### src/rtl/limb_wb_bridge.sv
// LIMB (EC byte bus) to Wishbone master bridge, single clock.
// Configurable address/data widths, block autoincrement, bus-error and timeout reporting.
module limb_wb_bridge #(
    parameter int ADDR_BYTES = 5,
    parameter int AW         = 36,
    parameter int DATA_BYTES = 4,
    parameter int TIMEOUT    = 255,
    parameter int AUTOINC    = 1
) (
    input  logic                    clk,
    input  logic                    rst,
    input  logic [7:0]              limb_d_in,
    output logic [7:0]              limb_d_out,
    output logic                    limb_d_oe,
    input  logic                    limb_stb,
    input  logic                    limb_start,
    input  logic                    limb_nrd,
    output logic                    limb_nwait,
    output logic [AW-1:0]           wb_adr_o,
    output logic [8*DATA_BYTES-1:0] wb_dat_o,
    input  logic [8*DATA_BYTES-1:0] wb_dat_i,
    output logic [DATA_BYTES-1:0]   wb_sel_o,
    output logic                    wb_we_o,
    output logic                    wb_stb_o,
    output logic                    wb_cyc_o,
    input  logic                    wb_ack_i,
    input  logic                    wb_err_i,
    output logic                    err_o,
    input  logic                    err_clr
);
    localparam int MAXB = (ADDR_BYTES > DATA_BYTES) ? ADDR_BYTES : DATA_BYTES;
    localparam int CW   = $clog2(MAXB + 1);
    localparam int TW   = (TIMEOUT > 1) ? $clog2(TIMEOUT) : 1;
    localparam int ABW  = 8 * ADDR_BYTES;
    localparam int DW   = 8 * DATA_BYTES;

    typedef enum logic [2:0] {IDLE, ADDR, WDATA, WBUS, RDATA, RBUS} state_t;

    state_t          state, state_n;
    logic [CW-1:0]   cnt, cnt_n;
    logic [ABW-1:0]  abuf, abuf_n;
    logic [AW-1:0]   adr;
    logic [DW-1:0]   dat;
    logic [TW-1:0]   tcnt;
    logic            cyc_q, we_q, err_q;
    logic            ld_adr, ld_wbyte, launch, launch_we, cap, inc;
    logic            start, stb_ok, tmo, resp, bad;
    logic [7:0]      rd_byte;

    // The bus cycle lives in cyc_q, independent of the FSM, so a restart
    // can move the FSM on while the in-flight cycle finishes.
    assign start  = limb_stb & limb_start;
    assign stb_ok = limb_stb & ~cyc_q;
    assign tmo    = cyc_q && (TIMEOUT != 0) && (tcnt == TW'(TIMEOUT - 1));
    assign resp   = cyc_q & (wb_ack_i | wb_err_i | tmo);
    assign bad    = cyc_q & (wb_err_i | tmo);

    always_ff @(posedge clk) begin
        if (rst) begin
            state <= IDLE;
            cnt   <= '0;
            abuf  <= '0;
        end else begin
            state <= state_n;
            cnt   <= cnt_n;
            abuf  <= abuf_n;
        end
    end

    always_comb begin
        state_n   = state;
        cnt_n     = cnt;
        abuf_n    = abuf;
        ld_adr    = 1'b0;
        ld_wbyte  = 1'b0;
        launch    = 1'b0;
        launch_we = 1'b0;
        cap       = 1'b0;
        inc       = 1'b0;
        if (start) begin
            abuf_n      = '0;
            abuf_n[7:0] = limb_d_in;
            cnt_n       = CW'(1);
            state_n     = ADDR;
            if (ADDR_BYTES == 1) begin
                ld_adr = 1'b1;
                cnt_n  = '0;
                if (limb_nrd) begin
                    state_n = WDATA;
                end else begin
                    state_n = RBUS;
                    launch  = 1'b1;
                end
            end
        end else begin
            case (state)
                ADDR: if (stb_ok) begin
                    for (int i = 0; i < ADDR_BYTES; i++)
                        if (cnt == CW'(i)) abuf_n[i*8 +: 8] = limb_d_in;
                    cnt_n = cnt + CW'(1);
                    if (cnt == CW'(ADDR_BYTES - 1)) begin
                        ld_adr = 1'b1;
                        cnt_n  = '0;
                        if (limb_nrd) begin
                            state_n = WDATA;
                        end else begin
                            state_n = RBUS;
                            launch  = 1'b1;
                        end
                    end
                end
                WDATA: if (stb_ok) begin
                    ld_wbyte = 1'b1;
                    cnt_n    = cnt + CW'(1);
                    if (cnt == CW'(DATA_BYTES - 1)) begin
                        cnt_n     = '0;
                        state_n   = WBUS;
                        launch    = 1'b1;
                        launch_we = 1'b1;
                    end
                end
                WBUS: if (resp) begin
                    state_n = WDATA;
                    inc     = (AUTOINC != 0);
                end
                RBUS: if (resp) begin
                    state_n = RDATA;
                    cap     = 1'b1;
                end
                RDATA: if (stb_ok) begin
                    cnt_n = cnt + CW'(1);
                    if (cnt == CW'(DATA_BYTES - 1)) begin
                        cnt_n   = '0;
                        state_n = RBUS;
                        launch  = 1'b1;
                        inc     = (AUTOINC != 0);
                    end
                end
                default: ;
            endcase
        end
    end

    always_ff @(posedge clk) begin
        if (rst) begin
            adr   <= '0;
            dat   <= '0;
            tcnt  <= '0;
            cyc_q <= 1'b0;
            we_q  <= 1'b0;
            err_q <= 1'b0;
        end else begin
            if (ld_adr)
                adr <= abuf_n[AW-1:0];
            else if (inc)
                adr <= adr + AW'(1);

            if (ld_wbyte) begin
                for (int i = 0; i < DATA_BYTES; i++)
                    if (cnt == CW'(i)) dat[i*8 +: 8] <= limb_d_in;
            end else if (cap) begin
                dat <= bad ? '1 : wb_dat_i;
            end

            if (resp) begin
                cyc_q <= 1'b0;
                we_q  <= 1'b0;
            end
            if (launch) begin
                cyc_q <= 1'b1;
                we_q  <= launch_we;
            end

            tcnt <= (cyc_q && !resp && !launch) ? tcnt + TW'(1) : '0;

            // A new error outranks a simultaneous clear.
            if (bad)
                err_q <= 1'b1;
            else if (err_clr)
                err_q <= 1'b0;
        end
    end

    always_comb begin
        rd_byte = '0;
        for (int i = 0; i < DATA_BYTES; i++)
            if (cnt == CW'(i)) rd_byte = dat[i*8 +: 8];
    end

    assign limb_d_out = (state == RDATA) ? rd_byte : 8'h00;
    assign limb_d_oe  = (state == RDATA) & ~limb_nrd;
    assign limb_nwait = ~cyc_q;
    assign wb_adr_o   = adr;
    assign wb_dat_o   = dat;
    assign wb_sel_o   = '1;
    assign wb_we_o    = we_q;
    assign wb_stb_o   = cyc_q;
    assign wb_cyc_o   = cyc_q;
    assign err_o      = err_q;

endmodule

### config.mk
export PLATFORM = sky130hd
export DESIGN_NAME = limb_wb_bridge
export DESIGN_NICKNAME = d
export VERILOG_FILES = /design/src/rtl/limb_wb_bridge.sv
export SDC_FILE = /design/constraint.sdc
export NUM_CORES = 1
export LEC_CHECK = 0
export CAP_MARGIN = 20
export CORE_MARGIN = 5
export CORE_UTILIZATION = 40
export DETAILED_ROUTE_END_ITERATION = 12
export PLACE_DENSITY = 0.69
export SYNTH_ARGS = -nofsm -noshare
export SYNTH_HDL_FRONTEND = slang
export SYNTH_SLANG_ARGS = --single-unit
### constraint.sdc
create_clock -name clk -period 3.1 [get_ports clk]
set_input_delay 0.62 -clock clk [delete_from_list [all_inputs] [get_ports clk]]
set_output_delay 0.62 -clock clk [all_outputs]
set_load 0.02 [all_outputs]
==> impl_metrics.toml <==
[cells_and_area]
multi_input_area_um2 = 3939
fin_area_um2 = 8841
ff_latch_area_um2 = 2342
synthToLayoutAreaGrowth_pct = 33.20
num-fill-cells = 1559
final_cell_count_no_fill = 1171
layout.nets = 997
antennaDiodeCount = 0
drive_gt1_frac = 0.1030
fin_util = 0.5389

[clock_network]
tritoncts = "built"
hold_buffers = 0
h-tree-depth = 4
cts_buffer_depth = 2
cts_buffers = 17
clock_sinks = 117
root_buffer = "clkbuf_16"
clkTransAtPathRegs_ns = 0.05
cts_setup_buffers = 0
clock_latency_ns = 0.42

[drt]
wl_met2_mm = 10.43
ant_nets = 0
drt-total-wl_mm = 22.69
met3_wirelength_mm = 1.290
drc_errors = 0
viasPerCell = 5.822
routedWlPerCell_um = 19.38
first_pass_iters = 5
num_vias = 6817
drt_iter0_markers = 625
highest_layer = "met4"
met1_length_mm = 10.54

[pwr]
powerDensity_nw_per_um2 = 500.4
p_sw_frac = 0.2853
peakVddDrop_v = 0.0003834
p_int_mw = 3.162
p_leak_nw = 3.118
combPwrFrac = 0.182
pwr-share-seq = 0.367
p_sw_mw = 1.262
total_power_mw = 4.424
clockPowerShare = 0.451

[critical_path]
critical_path_class = "flip-flop to output pin"
critPathCaptureType = "output pin"
slowest_stage = "dfxtp_1"
required_ns = 2.48
crit_family = "flip-flops"
critPathMaxStageDelay_ns = 0.64
ff2ff_path_depth = 8
critPathBufInv = 1
arrival_ns = 2.30
r2r_start = "cnt[0]"
ff2ff_setup_slack_ns = 0.27
start_kind = "flip-flop"
r2r_end = "wb_adr_o[2]"
path_max_fanout = 13
path_cells = "nor2b_1, nand2b_1, nor2_1, clkdlybuf4s50_1"

[grt]
grt-ovfl-total = 0
antenna_found_initial = 0
grt_pass1_wl_mm = 35.09
grt_pass1_vias = 6232
grt_util_all_layers = 0.2253
grt_max_degree = 48

[logic_synthesis]
synth_area_um2 = 6638
yosysWarnings = 0
synth_edf_count = 0
synth.top_cells.by_area = "dfxtp_1 (35%), mux2i_1 (5.1%), a21oi_1 (4.9%)"
synth_seq_cells = 117
seq_area_frac_synth = 0.3529
async_flop_share = 0
syn_area_per_cell_um2 = 8.114
syn-instance-count = 818
synth_top_area_share = 0.3529
synth_cell_types = 75
synthFlopType = "dfxtp_1"
synth_area_leader_cell = "dfxtp_1"

[timing]
setup_tns_ns = 0
period_minus_slack_ns = 2.920
fin_worst_skew_ns = 0.005914
max_freq_mhz = 342.4
relSlewSlack = 0.4051
period_share = 0.9421
worstMarginPinSlew_ns = 0.8895
finalHoldViolations = 0
setup_viol = 0
slew_viol_final = 0
rsz0062_at_grt = "false"

[worst_hold_path]
whs_endpoint = "wb_dat_o[21]"
hold_depth = 1
hp-class = "flip-flop to flip-flop"
hp-start = "wb_dat_o[21]"

[floorplan]
die_area_um2 = 19270
coreArea_um2 = 16410
start_util = 0.4046
dieWidth_um = 138.8
die_y_um = 138.8
rows = 47
io_pins = 134

[placed_design]
finalWeightedCongestion = 0.8781
dp.cells = 1139
hpwl_mm = 16.01
placed_cell_area_um2 = 8234
io_buffers = 129

[outcome]
status = "finished, final reports clean"

[job]
max_cap_viol_count = 0
-- per-layer routing --
layer  GRT usage  vias up
met5           0        -
met4     0.07467        0
met3     0.03897       31
met2      0.3523      242
met1      0.3156     3256
li1            -     3288
-- power by group through the flow --
stage          Combinational (mW)  Sequential [mW]  Clock [mW]
6_report                    0.803             1.62        2.00
5_1_grt                     0.872             1.63        2.10
4_1_cts                     0.797             1.62        2.02
3_5_place_dp                0.792             1.65           0
3_3_place_gp                0.787             1.65           0
2_1_floorplan               0.542             1.62           0
-- registers in the layout (all words and copies together), names as in the netlist --
| register | cells |
|---|---|
| state | 3 |
| wb_dat_o | 32 |
| tcnt | 8 |
| wb_cyc_o | 1 |
| cnt | 3 |
| abuf | 32 |
| err_o | 1 |
| wb_adr_o | 36 |
| wb_we_o | 1 |
-- worst max-delay path by stage --
| stage | start | end | slack (ns) | cells past startpoint |
|---|---|---|---|---|
| final | state[2] | limb_d_oe | 0.18 | 4 |
| after CTS | cnt[1] | limb_d_out[4] | 0.004 | 8 |
| after global routing | cnt[1] | wb_adr_o[24] | 0.0008 | 8 |
| after floorplan | cnt[2] | limb_d_out[0] | 0.59 | 7 |
| after global placement | limb_stb | wb_adr_o[26] | 0.25 | 6 |
| after detailed placement | limb_stb | wb_adr_o[2] | 0.18 | 6 |
-- worst register-to-register path: cells and delay by family, from the launching register on --
| kind | cells | cell delay [ns] |
|---|---|---|
| buffers and inverters | 2 | 0.31 |
| AND/OR/NAND/NOR | 2 | 0.51 |
| adder cells (fa/ha/maj) | 1 | 0.32 |
| flip-flops | 1 | 0.32 |
| AO/OA/AOI/OAI | 3 | 1.30 |
-- logic make-up (layout without fill, tap and decap cells) --
group	after synthesis	count (layout)	share of synthesized area
simple gates	283	283	0.2273
compound gates	262	262	0.2611
flops	117	117	0.3529
buf+inv	92	222	0.05825
mux	45	45	0.06993
fa+ha+maj	11	11	0.02073
xor+xnor	7	7	0.009237
other cells	1	4	0.0005650
-- cell usage in the layout (no fill, tap or decap), drive strengths merged, types with 5 or more instances in the layout --
cell type      instances
clkdlybuf4s50        120
dfxtp                117
nor2                  77
a21oi                 65
nand2                 64
o21ai                 51
buf                   39
mux2i                 34
o22ai                 34
o2bb2ai               32
nand3                 24
inv                   22
nand4                 22
clkbuf                19
nor3                  14
mux2                  11
ha                    11
nor2b                 10
and2                  10
a22oi                  9
o32ai                  9
a31oi                  9
nor4                   9
and3b                  8
nand2b                 7
clkinv                 7
and3                   6
o31ai                  6
a41oi                  6
or3                    5
and4                   5
a211oi                 5
dlygate4sd2            5
nand4b                 5
-- cells in the mapped netlist, types with 5 or more instances --
master / n
a211oi_1: 5
a21oi_1: 65
a22oi_1: 9
a31oi_1: 8
a41oi_1: 6
and2_1: 10
and3_1: 6
and3b_1: 8
and4_1: 5
buf_1: 5
buf_2: 12
buf_4: 5
clkbuf_1: 46
dfxtp_1: 117
ha_1: 11
inv_1: 22
mux2_2: 11
mux2i_1: 34
nand2_1: 64
nand2b_1: 7
nand3_1: 22
nand4_1: 22
nor2_1: 77
nor2b_1: 10
nor3_1: 13
nor4_1: 7
o21ai_0: 37
o21ai_1: 14
o22ai_1: 34
o2bb2ai_1: 32
o31ai_1: 6
o32ai_1: 9
or3_1: 5
-- stage by stage --
step                worst slack [ns]  hold WS (ns)
global placement              0.2548        0.4682
CTS                         0.003683        0.4845
global route               0.0007536        0.4960
finish                        0.1796        0.4842
floorplan                     0.5898        0.4525
detailed placement            0.1842        0.4733
-- area by class of cell --
cell class                 instances  area share
multi-input combinational        612      0.4455
sequential                       117      0.2649
timing repair buffer             167      0.1807
clock buffer                      19     0.05010
tap                              220     0.03114
clock inverter                    13     0.01783
inverter                          23    0.009765
-- timing repair --
item                                    4_1_cts  5_1_grt
gates cloned                                  0        0
endpoints found under the setup margin        8       14
resized for setup                             6        4
hold endpoints to repair                      0        0
(Power assumes the default switching activity.)
